### config.mk
export PLATFORM = sky130hd
export DESIGN_NAME = pack_polyvec_seq_flat
export DESIGN_NICKNAME = d
export VERILOG_FILES = /design/src/rtl/pack_polyvec_seq_if.sv /design/src/rtl/pack_polyvec_seq.sv /design/src/flat_wrapper.sv
export SDC_FILE = /design/constraint.sdc
export NUM_CORES = 1
export LEC_CHECK = 0
export CORE_MARGIN = 3
export CORE_UTILIZATION = 45
export DETAILED_ROUTE_END_ITERATION = 10
export PLACE_DENSITY = 0.78
export SLEW_MARGIN = 10
export SYNTH_ARGS = -nofsm -noshare
export SYNTH_HDL_FRONTEND = slang
export SYNTH_SLANG_ARGS = --single-unit
### constraint.sdc
create_clock -name clk -period 6.8 [get_ports clk]
set_input_delay 1.7 -clock clk [delete_from_list [all_inputs] [get_ports clk]]
set_output_delay 1.7 -clock clk [all_outputs]
set_load 0.05 [all_outputs]
### src/rtl/pack_polyvec_seq_if.sv
// Signal bundle for the polyvec packing sequencer: control handshake,
// coefficient RAM read port, group-packer port and ciphertext byte RAM write port.
interface pack_polyvec_seq_if #(
    parameter int COEFF_W = 12
);
    logic                 clear;
    logic                 start;
    logic                 busy;
    logic                 done;

    logic                 coef_rd_en;
    logic [8:0]           coef_rd_addr;
    logic [COEFF_W-1:0]   coef_rd_data;

    logic                 grp_enable;
    logic [4*COEFF_W-1:0] grp_coeffs;
    logic                 grp_clear;
    logic                 grp_done;
    logic [39:0]          grp_ciphertext;

    logic                 ct_wr_en;
    logic [9:0]           ct_wr_addr;
    logic [7:0]           ct_wr_data;

    modport master (
        input  clear, start, coef_rd_data, grp_done, grp_ciphertext,
        output busy, done, coef_rd_en, coef_rd_addr, grp_enable, grp_coeffs,
               grp_clear, ct_wr_en, ct_wr_addr, ct_wr_data
    );

    modport slave (
        output clear, start, coef_rd_data, grp_done, grp_ciphertext,
        input  busy, done, coef_rd_en, coef_rd_addr, grp_enable, grp_coeffs,
               grp_clear, ct_wr_en, ct_wr_addr, ct_wr_data
    );
endinterface

### src/rtl/pack_polyvec_seq.sv
// Polyvec packing sequencer: reads coefficients four at a time, hands each group
// to an external group packer and writes the five returned bytes to ciphertext RAM.
module pack_polyvec_seq #(
    parameter int KYBER_K = 2,
    parameter int KYBER_N = 256,
    parameter int COEFF_W = 12
) (
    input  logic               clk,
    input  logic               reset_n,
    pack_polyvec_seq_if.master bus
);
    localparam int NUM_GRP = KYBER_K * KYBER_N / 4;
    localparam int GRP_W   = (NUM_GRP > 1) ? $clog2(NUM_GRP) : 1;
    localparam logic [GRP_W-1:0] LAST_GRP = GRP_W'(NUM_GRP - 1);

    typedef enum logic [2:0] {
        IDLE,
        RD,
        LAUNCH,
        WAIT_GRP,
        WR,
        FIN
    } seqState_e;

    seqState_e            state;
    seqState_e            stateNext;
    logic [GRP_W-1:0]     grpIdx;
    logic [2:0]           phaseCnt;
    logic [9:0]           byteAddr;
    logic [4*COEFF_W-1:0] coeffsQ;
    logic [39:0]          cipherQ;
    logic                 grpDonePrev;
    logic                 grpClearQ;
    logic                 grpDoneRise;
    logic                 phaseLast;
    logic                 rdEn;
    logic                 wrEn;
    logic                 grpEn;
    logic                 busyC;
    logic                 doneC;

    assign grpDoneRise = bus.grp_done & ~grpDonePrev;
    assign phaseLast   = (phaseCnt == 3'd4);

    // NOTE: state is updated with non-blocking assignments so every register
    // samples the pre-edge values, independent of block ordering.
    always_ff @(posedge clk or negedge reset_n) begin
        if (!reset_n) begin
            state <= IDLE;
        end else begin
            state <= stateNext;
        end
    end

    // RD spans five cycles: four read strobes, then the cycle in which the
    // fourth coefficient returns and is captured.
    always_comb begin
        // NOTE: every output of this block gets a default first, so no path
        // through the case leaves a value unassigned and no latch is inferred.
        stateNext = state;
        busyC     = 1'b0;
        doneC     = 1'b0;
        rdEn      = 1'b0;
        grpEn     = 1'b0;
        wrEn      = 1'b0;
        case (state)
            IDLE: begin
                if (bus.start) stateNext = RD;
            end
            RD: begin
                busyC = 1'b1;
                rdEn  = ~phaseLast;
                if (phaseLast) stateNext = LAUNCH;
            end
            LAUNCH: begin
                busyC = 1'b1;
                // Hold off the launch while a stale completion is still visible.
                if (!bus.grp_done) begin
                    grpEn     = 1'b1;
                    stateNext = WAIT_GRP;
                end
            end
            WAIT_GRP: begin
                busyC = 1'b1;
                if (grpDoneRise) stateNext = WR;
            end
            WR: begin
                busyC = 1'b1;
                wrEn  = 1'b1;
                if (phaseLast) stateNext = (grpIdx == LAST_GRP) ? FIN : RD;
            end
            FIN: begin
                doneC     = ~bus.clear;
                stateNext = IDLE;
            end
            default: stateNext = IDLE;
        endcase
        if (bus.clear) stateNext = IDLE;
    end

    // NOTE: the coefficient and ciphertext holding registers are reset as well,
    // because they drive outputs that must read zero during reset and after clear.
    always_ff @(posedge clk or negedge reset_n) begin
        if (!reset_n) begin
            grpIdx      <= '0;
            phaseCnt    <= '0;
            byteAddr    <= '0;
            coeffsQ     <= '0;
            cipherQ     <= '0;
            grpDonePrev <= 1'b0;
            grpClearQ   <= 1'b0;
        end else begin
            grpDonePrev <= bus.grp_done;
            grpClearQ   <= bus.clear;
            if (bus.clear) begin
                grpIdx   <= '0;
                phaseCnt <= '0;
                byteAddr <= '0;
                coeffsQ  <= '0;
                cipherQ  <= '0;
            end else begin
                case (state)
                    IDLE: begin
                        if (bus.start) begin
                            grpIdx   <= '0;
                            phaseCnt <= '0;
                            byteAddr <= '0;
                        end
                    end
                    RD: begin
                        // Data for read n arrives while phaseCnt = n+1; slot 0 is the MSBs.
                        if (phaseCnt != 3'd0) begin
                            coeffsQ[(4 - int'(phaseCnt)) * COEFF_W +: COEFF_W] <= bus.coef_rd_data;
                        end
                        phaseCnt <= phaseLast ? 3'd0 : phaseCnt + 3'd1;
                    end
                    WAIT_GRP: begin
                        if (grpDoneRise) cipherQ <= bus.grp_ciphertext;
                    end
                    WR: begin
                        byteAddr <= byteAddr + 10'd1;
                        phaseCnt <= phaseLast ? 3'd0 : phaseCnt + 3'd1;
                        if (phaseLast && grpIdx != LAST_GRP) grpIdx <= grpIdx + GRP_W'(1);
                    end
                    default: ;
                endcase
            end
        end
    end

    assign bus.busy         = busyC;
    assign bus.done         = doneC;
    assign bus.coef_rd_en   = rdEn;
    assign bus.coef_rd_addr = rdEn ? 9'({grpIdx, phaseCnt[1:0]}) : 9'd0;
    assign bus.grp_enable   = grpEn;
    assign bus.grp_coeffs   = coeffsQ;
    assign bus.grp_clear    = grpClearQ;
    assign bus.ct_wr_en     = wrEn;
    assign bus.ct_wr_addr   = wrEn ? byteAddr : 10'd0;
    assign bus.ct_wr_data   = wrEn ? cipherQ[39 - 8 * int'(phaseCnt) -: 8] : 8'd0;
endmodule

### src/flat_wrapper.sv
// flat-port wrapper written by rule: the top's interface ports become plain ports
module pack_polyvec_seq_flat 
#(
    parameter int KYBER_K = 2,
    parameter int KYBER_N = 256,
    parameter int COEFF_W = 12
)
  (clk, reset_n, bus_clear, bus_start, bus_coef_rd_data, bus_grp_done, bus_grp_ciphertext, bus_busy, bus_done, bus_coef_rd_en, bus_coef_rd_addr, bus_grp_enable, bus_grp_coeffs, bus_grp_clear, bus_ct_wr_en, bus_ct_wr_addr, bus_ct_wr_data);
  pack_polyvec_seq_if #(.COEFF_W(COEFF_W)) bus_i ();
  input  logic clk;
  input  logic reset_n;
  input wire logic [$bits(bus_i.clear)-1:0] bus_clear;
  input wire logic [$bits(bus_i.start)-1:0] bus_start;
  input wire logic [$bits(bus_i.coef_rd_data)-1:0] bus_coef_rd_data;
  input wire logic [$bits(bus_i.grp_done)-1:0] bus_grp_done;
  input wire logic [$bits(bus_i.grp_ciphertext)-1:0] bus_grp_ciphertext;
  output wire logic [$bits(bus_i.busy)-1:0] bus_busy;
  output wire logic [$bits(bus_i.done)-1:0] bus_done;
  output wire logic [$bits(bus_i.coef_rd_en)-1:0] bus_coef_rd_en;
  output wire logic [$bits(bus_i.coef_rd_addr)-1:0] bus_coef_rd_addr;
  output wire logic [$bits(bus_i.grp_enable)-1:0] bus_grp_enable;
  output wire logic [$bits(bus_i.grp_coeffs)-1:0] bus_grp_coeffs;
  output wire logic [$bits(bus_i.grp_clear)-1:0] bus_grp_clear;
  output wire logic [$bits(bus_i.ct_wr_en)-1:0] bus_ct_wr_en;
  output wire logic [$bits(bus_i.ct_wr_addr)-1:0] bus_ct_wr_addr;
  output wire logic [$bits(bus_i.ct_wr_data)-1:0] bus_ct_wr_data;
  assign bus_i.clear = bus_clear;
  assign bus_i.start = bus_start;
  assign bus_i.coef_rd_data = bus_coef_rd_data;
  assign bus_i.grp_done = bus_grp_done;
  assign bus_i.grp_ciphertext = bus_grp_ciphertext;
  assign bus_busy = bus_i.busy;
  assign bus_done = bus_i.done;
  assign bus_coef_rd_en = bus_i.coef_rd_en;
  assign bus_coef_rd_addr = bus_i.coef_rd_addr;
  assign bus_grp_enable = bus_i.grp_enable;
  assign bus_grp_coeffs = bus_i.grp_coeffs;
  assign bus_grp_clear = bus_i.grp_clear;
  assign bus_ct_wr_en = bus_i.ct_wr_en;
  assign bus_ct_wr_addr = bus_i.ct_wr_addr;
  assign bus_ct_wr_data = bus_i.ct_wr_data;
  pack_polyvec_seq #(.KYBER_K(KYBER_K), .KYBER_N(KYBER_N), .COEFF_W(COEFF_W)) u_core (.clk(clk), .reset_n(reset_n), .bus(bus_i));
endmodule
==> results.json <==
{
  "synthArstFlopShare_pct": 100.0,
  "fin_setup_tns_ns": 0,
  "dominantRegCellSynth": "dfrtp_1",
  "synth_edf_count": 0,
  "diodes": 0,
  "cp.required_ns": 7.10,
  "vias": 6320,
  "ant_nets": 0,
  "core-area_um2": 14810,
  "grt_overflow": 0,
  "ys_types": 78,
  "path_common_cell": "ha_1",
  "track_usage_pct": 23.67,
  "num-fill-cells": 1257,
  "path_class": "reg -> reg",
  "p_leak_uw": 0.003478,
  "fin_skew_ns": 0.007008,
  "place_ws_ns": 0.8453,
  "placed_area_um2": 8412,
  "clk_pin_slew_worst_paths_ns": 0.05,
  "irDropWorstVdd_mv": 0.1778,
  "cp_num_cells": 20,
  "drive_gt1_share_pct": 10.51,
  "yosysWarnings": 0,
  "grt_pass1_vias": 6005,
  "critPathMaxStageDelay_ns": 0.67,
  "finalSetupViolations": 0,
  "cts_tree": "built",
  "wl_per_cell_um": 18.36,
  "final_cell_mix": "clkdlybuf4s50_1, nand2_1, dfrtp_1",
  "multi_input_area_um2": 3874,
  "fin_cells": 1069,
  "design_area_um2": 8987,
  "fin_nets": 952,
  "first_pass_iters": 5,
  "cp-endpoint": "u_core.bus.grp_coeffs[31]$_DFFE_PN0P_",
  "postCtsHoldBufs": 0,
  "r2r_cells": 20,
  "r2r_end": "u_core.bus.grp_coeffs[31]$_DFFE_PN0P_",
  "r2r_slack_ns": 0.83,
  "timing.final.crit_share_pct": 87.76,
  "timing.final.hold_violations": 0,
  "via_per_inst": 5.912,
  "clkLatencyLatePin_ns": 0.42,
  "finalWeightedCongestion": 0.9694,
  "syn_avg_cell_area_um2": 9.227,
  "die-area_um2": 16970,
  "cts.repair.resized": 0,
  "setup_ws_ns": 0.8325,
  "fmax_mhz": 167.6,
  "crit_family": "simple AND/OR/NAND/NOR gates",
  "clockBufferDepth": 2,
  "path_buf_inv": 4,
  "crit_slowest_cell": "fa_1",
  "crit_path_start": "u_core.phaseCnt[0]$_DFFE_PN0P_",
  "root_buffer": "clkbuf_16",
  "drt-initial-drc-count": 585,
  "ff_latch_area_um2": 2828,
  "worstPathCellList": "inv_1 -> ha_1 -> ha_1 -> inv_1 -> ha_1 -> and2_1 -> fa_1 -> nand3b_1 -> nor2_1 -> nand2_1 -> inv_1 -> ha_1 -> inv_1 -> ha_1 -> nor2b_1 -> nand4_1 -> nor4_4 -> mux2i_1 -> nor2b_1 -> mux2_1",
  "rr_startpoint": "u_core.phaseCnt[0]$_DFFE_PN0P_",
  "hold_class": "reg -> reg",
  "ys_ff_latch": 113,
  "crit_fanout": 15,
  "layout_commonest_cell": "clkdlybuf4s50_1",
  "dp_cells": 1037,
  "rows": 44,
  "crit_path_start_kind": "register",
  "grt_max_degree": 78,
  "syn_nets": 833,
  "synth_cells": 753,
  "p_per_area_nw_per_um2": 252.9,
  "die_h_um": 130.3,
  "numPortBuffers": 137,
  "initial_core_util_pct": 46.92,
  "period_minus_slack_ns": 5.968,
  "worstSetupEndpointType": "register",
  "cp_data_arrival_time_ns": 6.27,
  "maxCapViolCount": 0,
  "ios": 138,
  "cts_made_buffers": 17,
  "netlist_area_um2": 6948,
  "cts.sink_count": 113,
  "die_w_um": 130.3,
  "fin_util_pct": 60.69,
  "worstMarginPinSlew_ns": 1.030,
  "min-delay-start": "u_core.bus.grp_coeffs[35]$_DFFE_PN0P_",
  "seq_area_frac_synth_pct": 40.70,
  "dpl.hpwl_um": 13990,
  "grt_setup_unrepaired": "no",
  "post_cts_buffers": 0,
  "status": "finished, final reports clean",
  "drc": 0,
  "cts_htree_levels": 4,
  "wl_um": 19630,
  "antenna_found_initial": 0,
  "area_growth_pct": 29.35,
  "slew_violations": 0,
  "relSlewSlack_pct": 30.72,
  "grt_pass1_wl_um": 31610
}
-- area by class of cell --
type | count | share of cell area [%]
Sequential cell | 113 | 31.46
Clock buffer | 20 | 5.193
Inverter | 17 | 0.7100
Multi-Input combinational cell | 579 | 43.10
Timing Repair Buffer | 144 | 15.76
Tap cell | 184 | 2.562
Clock inverter | 12 | 1.211
-- sequential cells by signal, summed over array words and instances (netlist names) --
| name | count |
|---|---|
| u_core.phaseCnt | 3 |
| u_core.byteAddr | 10 |
| u_core.grpDonePrev | 1 |
| u_core.bus.grp_coeffs | 48 |
| u_core.cipherQ | 40 |
| u_core.state | 3 |
| u_core.grpIdx | 7 |
| u_core.bus.grp_clear | 1 |
-- cell families (layout without fill, tap and decap cells) --
kind of cell	Yosys count	in the layout	share of synthesized area [%]
adders and majority gates	23	23	4.250
DFF	113	113	40.70
AOI/OAI and AO/OA	189	189	19.52
muxes	34	34	6.519
buffers and inverters	61	193	3.584
xor gates and xnor gates	19	19	2.611
and+or+nand+nor	314	314	22.82
-- report_power, final --
| part | internal [uW] | switching, uW |
|---|---|---|
| sequential | 685 | 11.7 |
| combinational | 246 | 470 |
| clock | 530 | 331 |
| total | 1460 | 812 |
-- worst register-to-register path: cells and delay by family, from the launching register on --
kind,cells,cell delay [ns]
mux,2,0.52
flops,1,0.37
fa+ha+maj,6,2.19
simple gates,8,2.29
buf+inv,4,0.48
-- stage by stage --
| stage | hold slack, ns | total power (uW) |
|---|---|---|
| 2_1_floorplan | 0.4766 | 1207 |
| 3_3_place_gp | 0.4806 | 1404 |
| 3_5_place_dp | 0.4774 | 1410 |
| 4_1_cts | 0.4927 | 2268 |
| 5_1_grt | 0.5009 | 2367 |
| 6_report | 0.4931 | 2273 |
-- synthesized netlist by cell type, types with 19 or more instances --
| library cell | number | area share, % |
|---|---|---|
| nand2_1 | 125 | 6.8 |
| dfrtp_1 | 113 | 41 |
| a21oi_1 | 66 | 4.8 |
| nor2_1 | 52 | 2.8 |
| clkbuf_1 | 33 | 1.8 |
| ha_1 | 22 | 4.0 |
| nor3_1 | 21 | 1.5 |
| and2_1 | 20 | 1.8 |
| o2bb2ai_1 | 20 | 2.5 |
| nand3_1 | 19 | 1.4 |
-- per-layer routing --
| layer | global-route usage [%] | vias up | share of wire [%] |
|---|---|---|---|
| met5 | 0 | - | 0 |
| met4 | 9.841 | 0 | 3.0 |
| met3 | 4.830 | 57 | 7.2 |
| met2 | 35.61 | 296 | 46 |
| met1 | 33.35 | 2989 | 44 |
| li1 | - | 2978 | - |
-- worst min path at each step --
stage          cells past startpoint                                     to  slack, ns
4_1_cts                            1  u_core.bus.grp_coeffs[35]$_DFFE_PN0P_       0.49
6_report                           1  u_core.bus.grp_coeffs[35]$_DFFE_PN0P_       0.49
3_5_place_dp                       1  u_core.bus.grp_coeffs[23]$_DFFE_PN0P_       0.48
3_3_place_gp                       1  u_core.bus.grp_coeffs[35]$_DFFE_PN0P_       0.48
2_1_floorplan                      2           u_core.grpIdx[6]$_DFFE_PN0P_       0.48
5_1_grt                            1  u_core.bus.grp_coeffs[35]$_DFFE_PN0P_       0.50
Note: power is estimated with default switching activity, not from simulation.
